## config.mk

```make
export PLATFORM = sky130hd
export DESIGN_NAME = frame_ser
export DESIGN_NICKNAME = d
export VERILOG_FILES = /design/src/rtl/frame_ser.sv
export SDC_FILE = /design/constraint.sdc
export NUM_CORES = 1
export LEC_CHECK = 0
export ABC_AREA = 1
export CORE_UTILIZATION = 55
export DETAILED_ROUTE_END_ITERATION = 16
export PLACE_DENSITY = 0.8
export SETUP_SLACK_MARGIN = 0.05
export SYNTH_ARGS = -nofsm -noshare
export SYNTH_HDL_FRONTEND = slang
export SYNTH_SLANG_ARGS = --single-unit
```

## constraint.sdc

```tcl
create_clock -name sys_clk -period 2.2 [get_ports sys_clk]
set_clock_uncertainty 0.1 [all_clocks]
set_input_delay 0.33 -clock sys_clk [delete_from_list [all_inputs] [get_ports sys_clk]]
set_output_delay 0.33 -clock sys_clk [all_outputs]
set_load 0.1 [all_outputs]
```

## src/rtl/frame_ser.sv

```systemverilog
// Parallel-to-serial frame shifter: accepts one FRAME_W-bit frame on load/ready, shifts it out
// MSB-first at BIT_DIV clocks per bit, then idles GAP_BITS bit periods. Optional check: FRAME_CHECK_EN.
module frame_ser #(
    parameter int FRAME_W  = 40,
    parameter int BIT_DIV  = 50,
    parameter int GAP_BITS = 2
) (
    input  logic               sys_clk,
    input  logic               sys_rst,
    input  logic [FRAME_W-1:0] para_i,
    input  logic               load,
    output logic               ready,
    output logic               ser_o,
    output logic               ser_valid,
    output logic               bit_en,
    output logic               frame_done,
    output logic               chk_err
);

    localparam int BW      = $clog2(FRAME_W);
    localparam int DW      = $clog2(BIT_DIV);
    localparam int GAP_LEN = GAP_BITS * BIT_DIV;
    localparam int GW      = (GAP_LEN > 2) ? $clog2(GAP_LEN) : 1;

    localparam logic [BW-1:0] BIT_LAST = BW'(FRAME_W - 1);
    localparam logic [DW-1:0] DIV_LAST = DW'(BIT_DIV - 1);
    localparam logic [GW-1:0] GAP_LAST = GW'((GAP_LEN > 0) ? GAP_LEN - 1 : 0);

    typedef enum logic [1:0] {
        S_IDLE,
        S_SHIFT,
        S_GAP
    } state_t;

    state_t             state_reg, state_next;
    logic [FRAME_W-1:0] shreg_reg, shreg_next;
    logic [BW-1:0]      bit_reg, bit_next;
    logic [DW-1:0]      div_reg, div_next;
    logic [GW-1:0]      gap_reg, gap_next;

    logic ready_reg, ready_next;
    logic ser_o_reg, ser_o_next;
    logic ser_valid_reg, ser_valid_next;
    logic bit_en_reg, bit_en_next;
    logic frame_done_reg, frame_done_next;

    logic take;
    logic check_ok;

    assign take = ready_reg & load;

`ifdef FRAME_CHECK_EN
    localparam int NB = FRAME_W / 8;

    // Running mod-256 sum of every byte above the checksum byte, header included.
    logic [7:0] sum_chain [NB];
    assign sum_chain[0] = 8'h00;

    genvar gi;
    generate
        for (gi = 1; gi < NB; gi++) begin : g_sum
            assign sum_chain[gi] = sum_chain[gi-1] + para_i[gi*8 +: 8];
        end
    endgenerate

    assign check_ok = (para_i[FRAME_W-1 -: 8] == 8'hCC) && (para_i[7:0] == sum_chain[NB-1]);

    logic chk_err_reg;
    always_ff @(posedge sys_clk or posedge sys_rst) begin
        if (sys_rst) chk_err_reg <= 1'b0;
        else         chk_err_reg <= take & ~check_ok;
    end
    assign chk_err = chk_err_reg;
`else
    assign check_ok = 1'b1;
    assign chk_err  = 1'b0;
`endif

    always_comb begin
        state_next = state_reg;
        shreg_next = shreg_reg;
        bit_next   = bit_reg;
        div_next   = div_reg;
        gap_next   = gap_reg;

        case (state_reg)
            S_IDLE: begin
                if (take && check_ok) begin
                    state_next = S_SHIFT;
                    shreg_next = para_i;
                    bit_next   = '0;
                    div_next   = '0;
                end
            end
            S_SHIFT: begin
                if (div_reg == DIV_LAST) begin
                    if (bit_reg == BIT_LAST) begin
                        // take can only be set here when GAP_BITS=0 (ready raised on the final cycle)
                        if (take && check_ok) begin
                            shreg_next = para_i;
                            bit_next   = '0;
                            div_next   = '0;
                        end else if (GAP_LEN == 0) begin
                            state_next = S_IDLE;
                        end else begin
                            state_next = S_GAP;
                            gap_next   = '0;
                        end
                    end else begin
                        div_next   = '0;
                        bit_next   = bit_reg + 1'b1;
                        shreg_next = shreg_reg << 1;
                    end
                end else begin
                    div_next = div_reg + 1'b1;
                end
            end
            S_GAP: begin
                if (gap_reg == GAP_LAST) state_next = S_IDLE;
                else                     gap_next   = gap_reg + 1'b1;
            end
            default: state_next = S_IDLE;
        endcase

        // Outputs are registered, so they are derived from the state being entered.
        ser_valid_next  = (state_next == S_SHIFT);
        ser_o_next      = (state_next == S_SHIFT) & shreg_next[FRAME_W-1];
        bit_en_next     = (state_next == S_SHIFT) && (div_next == '0);
        frame_done_next = (state_next == S_SHIFT) && (bit_next == BIT_LAST) && (div_next == DIV_LAST);
        // Without a gap, ready rises on the frame_done cycle so a held load yields gapless frames.
        ready_next      = (state_next == S_IDLE) || ((GAP_LEN == 0) && frame_done_next);
    end

    always_ff @(posedge sys_clk or posedge sys_rst) begin
        if (sys_rst) begin
            state_reg      <= S_IDLE;
            shreg_reg      <= '0;
            bit_reg        <= '0;
            div_reg        <= '0;
            gap_reg        <= '0;
            ready_reg      <= 1'b1;
            ser_o_reg      <= 1'b0;
            ser_valid_reg  <= 1'b0;
            bit_en_reg     <= 1'b0;
            frame_done_reg <= 1'b0;
        end else begin
            state_reg      <= state_next;
            shreg_reg      <= shreg_next;
            bit_reg        <= bit_next;
            div_reg        <= div_next;
            gap_reg        <= gap_next;
            ready_reg      <= ready_next;
            ser_o_reg      <= ser_o_next;
            ser_valid_reg  <= ser_valid_next;
            bit_en_reg     <= bit_en_next;
            frame_done_reg <= frame_done_next;
        end
    end

    assign ready      = ready_reg;
    assign ser_o      = ser_o_reg;
    assign ser_valid  = ser_valid_reg;
    assign bit_en     = bit_en_reg;
    assign frame_done = frame_done_reg;

endmodule

```

== Yosys cells after proc, flatten, opt, wreduce, memory -nomap -nowiden ==
Cells that the tools add are included.
Storage, ports and cells
  bits in registers: 66
Operators by class
  add/subtract/negate cells: 3
  eq/ne operators: 12
  muxes and demuxes: 23
  reduce and logical (&&, ||, !) cells: 10
  bitwise gates (word level): 2
Operators by type and width (count)
  $mux 40: 3
  $pmux 40 s2: 1
  $mux 6: 6
  $mux 7: 4
  $eq 6x6->1 const B: 4
  $pmux 6 s2: 2
  $pmux 7 s2: 1
  $add 6x1->6 const B: 2
  $mux 2: 5
  $ne 2x2->1 const B: 4
  $add 7x1->7 const B: 1
  $eq 7x7->1 const B: 1
  $logic_not 6->1: 1
  $pmux 2 s3: 1
  $reduce_and 5->1: 1
  $eq 2x1->1 const B: 2
  $logic_not 2->1: 2
  $reduce_bool 2->1: 2
  $logic_and 1x1->1: 3
  $and 1x1->1: 2
  $eq 2x2->1 const B: 1
  $reduce_and 2->1: 1

== Longest topological paths before layout ==
  depth in word-level cells: 8
  gate-level depth with buffers: 13

== Worst setup path before layout ==
OpenSTA, ideal clock, no wires.
  kind: flip-flop to flip-flop
  from: register ready_reg, in the netlist ready
  to: register shreg_reg[28]
  required time: 2.031 ns
  slack: 0.075 ns
  stages on the path, launching flop included: 7
  path buffers: 2
  data arrival time: 1.956 ns
  path through: dfstp_2 > nand2_1 > inv_1 > clkbuf_1 > clkbuf_1 > nand4_1 > nand3_1
Between the ends
  word-level cells in the longest chain between the ends: 5
RTL lines
  start: declaration: RTL line 41  | logic ready_reg, ready_next;
  start signal: assignment: RTL line 152  | ready_reg <= ready_next;
  $and 1x1->1 (*): RTL line 50  | assign take = ready_reg & load;
  $mux 40 (*)
  $mux 40 (2 in series)
  $pmux 40 s2 (*)
  end signal: assignment: RTL line 148  | shreg_reg <= shreg_next;
  end: declaration: RTL line 36  | logic [FRAME_W-1:0] shreg_reg, shreg_next;
Mark *: on every way between the ends. The rest lies on a longest branch, timed or not. The select of a mux whose other input is x is not followed.
A chain may end at the register's enable or synchronous reset.

== Worst setup path after layout ==
  from: register bit_reg[0]
  to: register frame_done_reg, in the netlist frame_done
Between the ends
  word-level cells in the longest chain between the ends: 7
  elaborated cells between the ends (all ways): 17
RTL lines
  start: declaration: RTL line 37  | logic [BW-1:0] bit_reg, bit_next;
  start signal: assignment: RTL line 149  | bit_reg <= bit_next;
  $eq 6x6->1: RTL line 97  | if (bit_reg == BIT_LAST) begin
  $mux 2: RTL line 97
  $mux 2: RTL line 96  | if (div_reg == DIV_LAST) begin
  $pmux 2 s3: RTL line 86  | case (state_reg)
  named net state_next[0]: RTL line 35  | state_t state_reg, state_next;
  $eq 2x1->1: RTL line 129  | frame_done_next = (state_next == S_SHIFT) && (bit_next == BIT_LAST) && (div_next == DIV_LAST);
  $logic_and 1x1->1 (2 in series): RTL line 129
  named net frame_done_next: RTL line 45  | logic frame_done_reg, frame_done_next;
  end signal: assignment: RTL line 156  | frame_done_reg <= frame_done_next;
  end: declaration: RTL line 45
The timed path passes the listed nets, and every way through them passes these cells.

==> results.txt <==
Hold Path Class = input port to asynchronous set/reset pin
Max Cap Viol = 0
Clk buf depth = 2
Clock tree from TritonCTS = done
Routed wl met2 = 3747 µm
XOR/XNOR Fraction of Synth Area = 1.228%
Nets@finish = 527
Combinational family with the most area after synthesis = simple AND/OR/NAND/NOR gates
Starting Density = 58.50%
Syn nets = 477
Clk sink count = 66
Leak = 2.054 nW
Routed via count = 3216
Avg Synthesized Cell Area = 8.293 µm²
Top post-synthesis cells by area = dfrtp_1 46%, nand3_1 12%, nand2_1 8.6%
Core area = 6096 µm²
Synth area leader = dfrtp_1
Worst rel slew slack = 66.24%
Initial antenna violation count = 0
Clk_lat worst skew = 0.35 ns
Crit Path Max Fanout = 5
Routed WL per cell = 14.46 µm
Share of cells above drive strength 1 = 11.98%
Drc violations = 0
FFs w/ async S/R, synth = 100.0%
Peak supply drop = 0.0006060 V
Setup Fix Bufs, Post-CTS = 0
Post-Synth Adder-Cell Area = 1.404%
Via density = 5.753
Pwr Total = 3.433 mW
Distinct cell type count of the synthesized netlist = 35
Die width = 82.52 µm
FF-to-FF End = frame_done
Hpwl dp = 5652 µm
Die area = 6810 µm²
R2r startpoint = bit_reg[0]
Achievable clock frequency = 0.4998 GHz
Unrepaired setup endpoints after global routing = no
Highest routed layer = met4
Total global routing overflow = 0
Area after DPL = 4130 µm²
Antenna Cells = 0
Cell Rows = 28
Area fraction in compound gates after synthesis = 6.737%
Yosys top cell area share = 45.61%
Vias in the first global route = 2840
Met3 wire len = 421 µm
Mux contribution to synthesized area = 0%
DR pass1 iterations = 5
Final slew viol count = 0
CTS Hold Bufs = 0
CTS clk-pin slew, worst paths = 0.07 ns
PD cells = 792.7 nW/µm²
Startpoint types = flop
DRT iter0 DRCs = 313
Critical Path RT = 2.35 ns
YS warnings = 0
Largest net degree at the start of global routing = 38
Status = complete, no violations
Number of synthesized flops with an enable pin = 0
RD Place Congestion = 0.9042
Register-to-Register Setup Slack = 0.20 ns
Critical Path AT = 2.15 ns
WHS = 0.2272 ns
Worst-Margin Slew = 0.5056 ns
Port bufs = 47
Post-Syn Instances = 430
Die H = 82.52 µm
Kind of critical path = flop to flop
Total GRT Usage = 25.48%
Final worst path period need = 2.001 ns
Most frequent cells after synthesis = 82 x nand2_1, 82 x nand3_1, 65 x dfrtp_1, 46 x inv_1, 43 x nand4_1
Final period utilization = 90.95%
Synth Area in Simple Gates = 34.04%
Mapped Area = 3566 µm²
CTS Buf Count = 9
Most used DFF post-synth = dfrtp_1
Setup TNS = 0 ns
DRT antenna net count = 0
Metal1 wirelength = 3795 µm
Crit path capture type = flop
Max reg flops = 40
Final hold violation count = 0
Routed Wire Length = 8081 µm
FF+latch count, synth = 66
Register area share after synthesis = 46.35%
First-pass GRT wire length = 12930 µm
R2r worst-path depth = 10
Layout filler cell count = 480
Synth-to-Final Area Change = 21.44%
Final setup fails = 0
IO Pins = 49
H-tree depth = 3
Post-route cell area = 4330 µm²
Clock root cell = clkbuf_8
==> per-stage QoR <==
step / worst slack, ns / std cells / util [%]
6_report: 0.1991 / 559 / 71.04
5_1_grt: 0.07051 / 559 / 71.04
4_1_cts: 0.05344 / 559 / 70.87
3_5_place_dp: 0.06819 / 544 / 67.75
3_3_place_gp: 0.1010 / 544 / 67.75
2_1_floorplan: 0.07550 / 430 / -
==> cells in the final DEF, fill, tap and decap left out, drive strengths merged <==
master	netlist	final
clkdlybuf4s50	0	42
nor2	31	31
xnor2	1	1
o211ai	1	1
o21bai	2	2
nor4	1	1
dfstp	1	1
nand2	83	83
nand4	43	43
buf	20	21
inv	51	51
nor3	2	2
clkbuf	4	14
ha	4	4
o22ai	4	4
nand2b	1	1
o31ai	1	1
a31oi	2	2
nand3	85	85
xor2	4	4
dfrtp	65	65
clkinvlp	0	1
o21ai	6	6
a21oi	9	9
conb	1	1
o221ai	8	8
==> worst max-delay path by stage <==
stage,start,end,slack (ns),cells after the start
floorplan,ready,shreg_reg[28],0.08,6
global placement,load,gap_reg[6],0.10,9
detailed placement,load,gap_reg[5],0.07,8
CTS,div_reg[1],gap_reg[5],0.05,10
global route,bit_reg[0],gap_reg[5],0.07,9
finish,bit_reg[0],frame_done,0.20,10
==> area by class of cell <==
| cell class | count | area, µm² | share of cell area [%] |
|---|---|---|---|
| clock buffers | 14 | 182.7 | 4.218 |
| clock inverters | 1 | 7.507 | 0.1734 |
| inverters | 51 | 191.4 | 4.421 |
| multi-input cells | 289 | 1562 | 36.06 |
| flip-flops and latches | 66 | 1653 | 38.17 |
| well taps | 75 | 93.84 | 2.167 |
| repair buffers | 63 | 640.6 | 14.79 |
==> routing by layer <==
metal,track usage (%),up-vias
li1,-,1566
met1,35.54,1530
met2,39.34,110
met3,5.385,10
met4,8.966,0
met5,0,-
==> logic make-up after synthesis <==
family                   after synthesis
AND/OR/NAND/NOR                      246
buffers and inverters                 75
other                                  1
XOR/XNOR                               5
adder cells (fa/ha/maj)                4
AO/OA/AOI/OAI                         33
flip-flops                            66
==> critical path, stage by stage, from the launching register on <==
cell and delay [ns]:
dfrtp_1 0.42, ha_1 0.19, nand2_1 0.14, nor2_2 0.30, nand2_1 0.13, nand2_1 0.14
nand2_1 0.14, o21bai_2 0.15, nor2_1 0.08, nand3_1 0.08, nor2_1 0.04
==> power by group <==
part	leakage (nW)	switching (mW)	internal, mW
registers	0.880	0.130	1.34
clock network	0.0948	0.462	0.527
logic	1.08	0.631	0.342
total	2.05	1.22	2.21
==> what timing repair did <==
action                                  in CTS  in global routing
resized for setup                            0                  3
hold endpoints to repair                     0                  0
endpoints found under the setup margin       0                  6
(Power assumes the default switching activity.)
